<file path="src/rtl/inexrecur_reader_pkg.sv">
// Shared accelerator constants for the regfile blocks: default widths and the
// reader FSM state encodings.
package inexrecur_reader_pkg;

    localparam int ADDR_W_DEF = 12;
    localparam int DATA_W_DEF = 32;

    typedef enum logic [1:0] {
        ST_IDLE = 2'd0,
        ST_RUN  = 2'd1,
        ST_DONE = 2'd2
    } rd_state_t;

endpackage

</file>
<file path="src/rtl/inexrecur_reader.sv">
// Burst reader: walks a regfile ascending or descending from a start address
// and streams the words through a single valid/ready output register stage.
module inexrecur_reader
    import inexrecur_reader_pkg::*;
#(
    parameter int ADDR_W = ADDR_W_DEF,
    parameter int DATA_W = DATA_W_DEF
) (
    input  logic              clk,
    input  logic              rst_n,
    input  logic              start,
    input  logic [ADDR_W-1:0] start_addr,
    input  logic [ADDR_W:0]   count,
    input  logic              dir,
    output logic              busy,
    output logic              done,
    output logic              ran_re,
    output logic [ADDR_W-1:0] ran_r_addr,
    input  logic [DATA_W-1:0] ran_r_data,
    output logic              out_valid,
    output logic [DATA_W-1:0] out_data,
    output logic              out_last,
    input  logic              out_ready
);

    localparam logic [ADDR_W-1:0] ADDR_ONE = {{(ADDR_W-1){1'b0}}, 1'b1};
    localparam logic [ADDR_W:0]   CNT_ONE  = {{ADDR_W{1'b0}}, 1'b1};
    localparam logic [ADDR_W:0]   CNT_ZERO = '0;

    rd_state_t         state_q;
    rd_state_t         state_d;
    logic [ADDR_W-1:0] cur_addr;
    logic [ADDR_W:0]   remaining;
    logic              dir_q;
    logic              fetch;
    logic              handshake;

    // Modular step: natural overflow of the ADDR_W-bit sum gives the wrap.
    function automatic logic [ADDR_W-1:0] step_addr(input logic [ADDR_W-1:0] a,
                                                    input logic              down);
        return down ? (a - ADDR_ONE) : (a + ADDR_ONE);
    endfunction

    always_comb begin
        fetch      = (state_q == ST_RUN) && (remaining != CNT_ZERO) &&
                     (!out_valid || out_ready);
        handshake  = out_valid && out_ready;
        ran_re     = fetch;
        ran_r_addr = fetch ? cur_addr : '0;
        busy       = (state_q != ST_IDLE);
        done       = (state_q == ST_DONE);
    end

    always_comb begin
        state_d = state_q;
        case (state_q)
            ST_IDLE: begin
                if (start) begin
                    state_d = (count != CNT_ZERO) ? ST_RUN : ST_DONE;
                end
            end
            ST_RUN: begin
                if (handshake && out_last) begin
                    state_d = ST_DONE;
                end
            end
            ST_DONE: state_d = ST_IDLE;
            default: state_d = ST_IDLE;
        endcase
    end

    always_ff @(posedge clk or negedge rst_n) begin
        if (!rst_n) begin
            state_q <= ST_IDLE;
        end else begin
            state_q <= state_d;
        end
    end

    // Burst bookkeeping: latched on acceptance, advanced on every fetch.
    always_ff @(posedge clk or negedge rst_n) begin
        if (!rst_n) begin
            cur_addr  <= '0;
            remaining <= '0;
            dir_q     <= 1'b0;
        end else if ((state_q == ST_IDLE) && start) begin
            cur_addr  <= start_addr;
            remaining <= count;
            dir_q     <= dir;
        end else if (fetch) begin
            cur_addr  <= step_addr(cur_addr, dir_q);
            remaining <= remaining - CNT_ONE;
        end
    end

    // Output stage: a fetch refills it, a bare handshake empties it,
    // otherwise it holds under backpressure.
    always_ff @(posedge clk or negedge rst_n) begin
        if (!rst_n) begin
            out_valid <= 1'b0;
            out_last  <= 1'b0;
            out_data  <= '0;
        end else if (fetch) begin
            out_valid <= 1'b1;
            out_last  <= (remaining == CNT_ONE);
            out_data  <= ran_r_data;
        end else if (handshake) begin
            out_valid <= 1'b0;
            out_last  <= 1'b0;
        end
    end

endmodule

</file>
<file path="config.mk">
export PLATFORM = sky130hd
export DESIGN_NAME = inexrecur_reader
export DESIGN_NICKNAME = d
export VERILOG_FILES = /design/src/rtl/inexrecur_reader_pkg.sv /design/src/rtl/inexrecur_reader.sv
export SDC_FILE = /design/constraint.sdc
export NUM_CORES = 1
export LEC_CHECK = 0
export CAP_MARGIN = 20
export CORE_MARGIN = 5
export CORE_UTILIZATION = 37
export DETAILED_ROUTE_END_ITERATION = 7
export DONT_BUFFER_PORTS = 1
export GPL_TIMING_DRIVEN = 0
export SYNTH_ARGS = -nofsm -noshare
export SYNTH_HDL_FRONTEND = slang
export SYNTH_SLANG_ARGS = --single-unit
</file>
<file path="constraint.sdc">
create_clock -name clk -period 2.2 [get_ports clk]
set_clock_uncertainty 0.15 [all_clocks]
set_input_delay 0.33 -clock clk [delete_from_list [all_inputs] [get_ports clk]]
set_output_delay 0.33 -clock clk [all_outputs]
set_load 0.03 [all_outputs]
</file>
# Word-level counts from Yosys, hierarchy flattened
# Cells that the tools add are included.
# classes
add_sub_neg	3
eq_ne	5
n_reduce_logical	14
mux	13
# op_table
operator	n
$mux 12	4
$mux 13	2
$reduce_bool 13->1	2
$eq 13x1->1 const B	1
$sub 13x1->13 const B	1
$add 12x1->12 const B	1
$sub 12x1->12 const B	1
$mux 2	3
$reduce_bool 2->1	3
$logic_and 1x1->1	5
$pmux 2 s2	1
$mux 1	3
$eq 2x1->1 const B	1
$eq 2x2->1 const B	1
$logic_not 2->1	1
$ne 2x1->1 const B	1
$ne 2x2->1 const B	1
$reduce_and 2->1	1
$logic_not 1->1	1
$logic_or 1x1->1	1
# word_totals
ff_bits	62
word_cells	42
output_inout_bits	49
inputBits	62

# Longest topological paths before layout
# logic_depth
depth_word	5
depth_mapped	9
ltp_nobuf	9

# Worst setup path before layout
# No wires, ideal clock.
# synth_path
path_kind	register to output
startpoint	register remaining[3]
endpoint	output port ran_r_addr[10]
t_required_ns	1.720
path_slack_ns	-0.141
path_buffers	1
t_arrival_ns	1.861
stages_incl_launch_ff	8
path_cell_list	dfrtp_1 > or3_4 > nor4_4 > nand3_2 > nand3_2 > inv_2 > clkbuf_1 > and2_1
# synth_via
elab_chain_len	4
# synth_lines
item	line_no	rtl
from (decl)	inexrecur_reader.sv:33	logic [ADDR_W:0] remaining;
from (signal assigned)	inexrecur_reader.sv:88	remaining <= count;
from (signal assigned)	inexrecur_reader.sv:92	remaining <= remaining - CNT_ONE;
$reduce_bool 13->1	inexrecur_reader.sv:45	fetch = (state_q == ST_RUN) && (remaining != CNT_ZERO) &&
$logic_and 1x1->1 (2 in series)	inexrecur_reader.sv:45	
$mux 12	inexrecur_reader.sv:49	ran_r_addr = fetch ? cur_addr : '0;
to (decl)	inexrecur_reader.sv:18	output logic [ADDR_W-1:0] ran_r_addr,
# Every way passes these cells.

# Worst setup path in the final report
# layout_path
startpoint	register remaining[9]
endpoint	output port ran_r_addr[7]
# Same word-level chain as after synthesis.

==> impl_results.md <==
- Overall die width: around 100 um
- Number of antenna-violating nets in the routed design: 0
- Synth async-reset ratio: between 90% and 100%
- Post-synthesis adder-cell area fraction: about 5.7%
- CTS tree: yes
- DR DRC count: 0
- Normalized max-slew margin: 58.2%
- Min cycle time layout: between 2 and 3 ns
- Hold Crit Endpoint: cur_addr[3]$_DFFE_PN0P_
- Synth Area in Compound Gates: ~13%
- Post-synthesis cell type count: between 40 and 50
- Fin area: 4630 um^2
- Port Buffer Count: 0
- Flop2flop setup slack: -0.16 ns
- Min-delay src: start_addr[3]
- Met1 Use GR: between 20% and 30%
- Finished Layout Cells: between 500 and 600
- Largest net degree at the start of global routing: 63
- CP Class: register to output pin
- Post-synth EDFFs: 0
- Failing checks: setup timing
- Commonest non-fill, non-tap cells in the layout: 120 x nand2_1, 60 x dfrtp_1, 53 x dlygate4sd3_1, 19 x buf_4, 14 x o21ai_1
- CP startpoint kind: register
- GRT Overall Usage: 17.3%
- M3 GR Usage: approximately 4.6%
- Synth Flop Type: dfrtp_1
- # setup viols final: 25
- Placement Cell Area: about 3400 um^2
- Avg WL per Cell: 17.0 um
- Clock transition at the registers of the reported paths: 0.07 ns
- Clock sinks: between 60 and 70
- GRT Max-Usage Layer: met2
- CTS root buf: clkbuf_8
- GPL Wtd Cong: around 0.74
- I/O pins: about 110
- Placed Cells incl. Taps: 477
- Final hold vios: 0
- Met2 Use GR: between 20% and 30%
- Post-synthesis sequential area ratio: about half
- Core area: 8640 um^2
- Vias: between 2,000 and 3,000
- Worst R2R End: remaining[11]$_DFFE_PN0P_
- Worst-Skew Late Latency: 0.34 ns
- Ant. Diodes: 0
- Post-Synth Simple-Gate Area: 26.3%
- Largest family of logic cells by synthesized area: simple AND/OR/NAND/NOR gates
- Pleak: roughly 0.0021 uW
- Critical Path AT: between 2 and 2.5 ns
- Die Height: just over 100 um
- Slack of the critical path: -0.342 ns
- Sequential power share: ~34%
- First-pass GRT wire length: between 10 and 15 mm
- #FFs+latches synth: 62
- Power Density: about 1600 nW/um^2
- Worst-Margin Slew: approximately 0.63 ns
- Hold_ws: ~0.025 ns
- Combinational power share: 53.8%
- HPWL Detailed: 6.16 mm
- GR Overflow Total: 0
- Starting DRT DRC Count: 85
- Worst hold-check path type: input port to register
- Syn nets: between 400 and 500
- Clock power share: approximately 12%
- R2r startpoint: remaining[9]$_DFFE_PN0P_
- Die footprint: 10,700 um^2
- Syn-to-layout area delta: 43.2%
- Seq. cell area: 1550 um^2
- VDD IR max: between 0.0005 and 0.0006 V
- Setup_tns: -5.19 ns
- Yosys warning count: 0
- Multi-input logic area: between 1500 and 2000 um^2
- Switching share of power: a little under half
- Initial core utilization: a little under two fifths
- Switch Pwr: ~3400 uW
- Status: complete, but fails checks
- CP required: between 1.5 and 2 ns
- Worst Reg-to-Reg Cells: 11
- Average size of a mapped cell: around 9 um^2
- F_max: ~0.39 GHz
- CP endpoint kind: output pin
- Post-Syn Instances: around 370
- Post-Route WL: 9.73 mm
- Max Buffers Root-to-Sink: 2
- Synth Area in XOR/XNOR: under 10%
- Crit Path Max Fanout: 7
- Drt pass-1 iters: 4
- Max-slew violations: 0
- CTS H-tree lvls: 3
- Total CTS buffers: 9
- Final Cycle Share: 116%
- Num rows: 34
- Number of global-route vias before repair: a little under 3,000
- Max-cap violations: 0
- Mux contribution to synthesized area: 0%
- Hold Crit Depth: 2
- Share of layout cells above drive strength 1: between 20 and 25%
- Post-Syn Area: 3230 um^2
- FILL cells: about 740
- Initial antenna violation count: 0
- Cell-internal power: roughly 3900 uW
- Via/cell ratio: ~5
- RSZ-0062 raised after global routing: true
- Commonest non-fill, non-tap cell in the layout: nand2_1
- Final net count: around 540
## critical path: stages (launching register included)
cell and delay [ns]:
dfrtp_1 0.41, or3_4 0.42, nor3_4 0.21, nand3_2 0.13, nand3_4 0.17, inv_6 0.06
clkbuf_16 0.15, and2_4 0.17
## worst max-delay path by stage
stage                                  start             to  cells after the start  slack [ns]
finish              remaining[9]$_DFFE_PN0P_  ran_r_addr[7]                      7       -0.34
global route        remaining[3]$_DFFE_PN0P_  ran_r_addr[7]                      7       -0.43
CTS                 remaining[3]$_DFFE_PN0P_  ran_r_addr[7]                      7       -0.37
detailed placement  remaining[3]$_DFFE_PN0P_  ran_r_addr[1]                      7       -0.46
global placement    remaining[3]$_DFFE_PN0P_  ran_r_addr[1]                      7       -0.44
floorplan           remaining[4]$_DFFE_PN0P_  ran_r_addr[0]                      7       -0.14
## cell usage after synthesis (5+ instances only)
library cell	instances	share of area, %
inv_1	8	0.93
nand2_1	122	14
ha_1	13	5.0
clkbuf_1	5	0.58
buf_2	5	0.77
a22oi_1	5	1.2
o22ai_1	7	1.4
xnor2_1	10	2.7
dfrtp_1	62	48
a21oi_1	12	1.9
and2_1	11	2.1
nor2_1	20	2.3
o21ai_0	20	3.1
nand3_1	5	0.77
o21ai_1	5	0.77
## what timing repair did
item,4_1_cts,5_1_grt
endpoints found under the hold margin,114,0
hold buffers,54,0
cloned,1,1
buffers inserted,20,5
endpoints found under the setup margin,70,53
resized for setup,36,44
pin swaps,19,7
## sequential cells by signal, summed over array words and instances (netlist names)
register and cells:
state_q 2, remaining 13, out_valid 1, cur_addr 12, out_last 1, dir_q 1
out_data 32
## kinds of logic (layout without fill, tap and decap cells)
| kind of cell | Yosys count | in the layout |
|---|---|---|
| AOI/OAI and AO/OA | 67 | 67 |
| xor gates and xnor gates | 14 | 14 |
| adders and majority gates | 14 | 14 |
| buffers and inverters | 24 | 119 |
| DFF | 62 | 62 |
| and+or+nand+nor | 188 | 188 |
## area by class of cell
type                       instances  area share [%]
multi-input combinational        283            38.5
sequential                        62            33.6
timing repair buffer              80            17.0
buffer                            14            3.54
clock buffer                      12            3.14
tap                              108            2.92
inverter                           9           0.838
clock inverter                     4           0.487
## power groups by stage
stage | Combinational (uW) | Sequential (uW) | Clock, uW
after floorplan | 2380 | 2380 | 0
after global placement | 2780 | 2480 | 0
final | 3910 | 2480 | 880
after global routing | 4280 | 2550 | 949
after detailed placement | 2840 | 2490 | 0
after CTS | 3530 | 2470 | 917
## per-stage QoR
stage               power, uW  utilization, %  setup WS, ns
floorplan                4760               -        -0.137
global placement         5260            39.8        -0.435
detailed placement       5330            39.8        -0.457
CTS                      6910            51.7        -0.371
global route             7780            53.6        -0.425
finish                   7270            53.6        -0.342
## metal layers
layer / vias up / wire, um
li1: 1425 / -
met4: 0 / 193
met3: 14 / 753
met2: 96 / 4610
met1: 1404 / 4180
met5: - / 0
No activity file was read; power rests on OpenSTA's default activity.
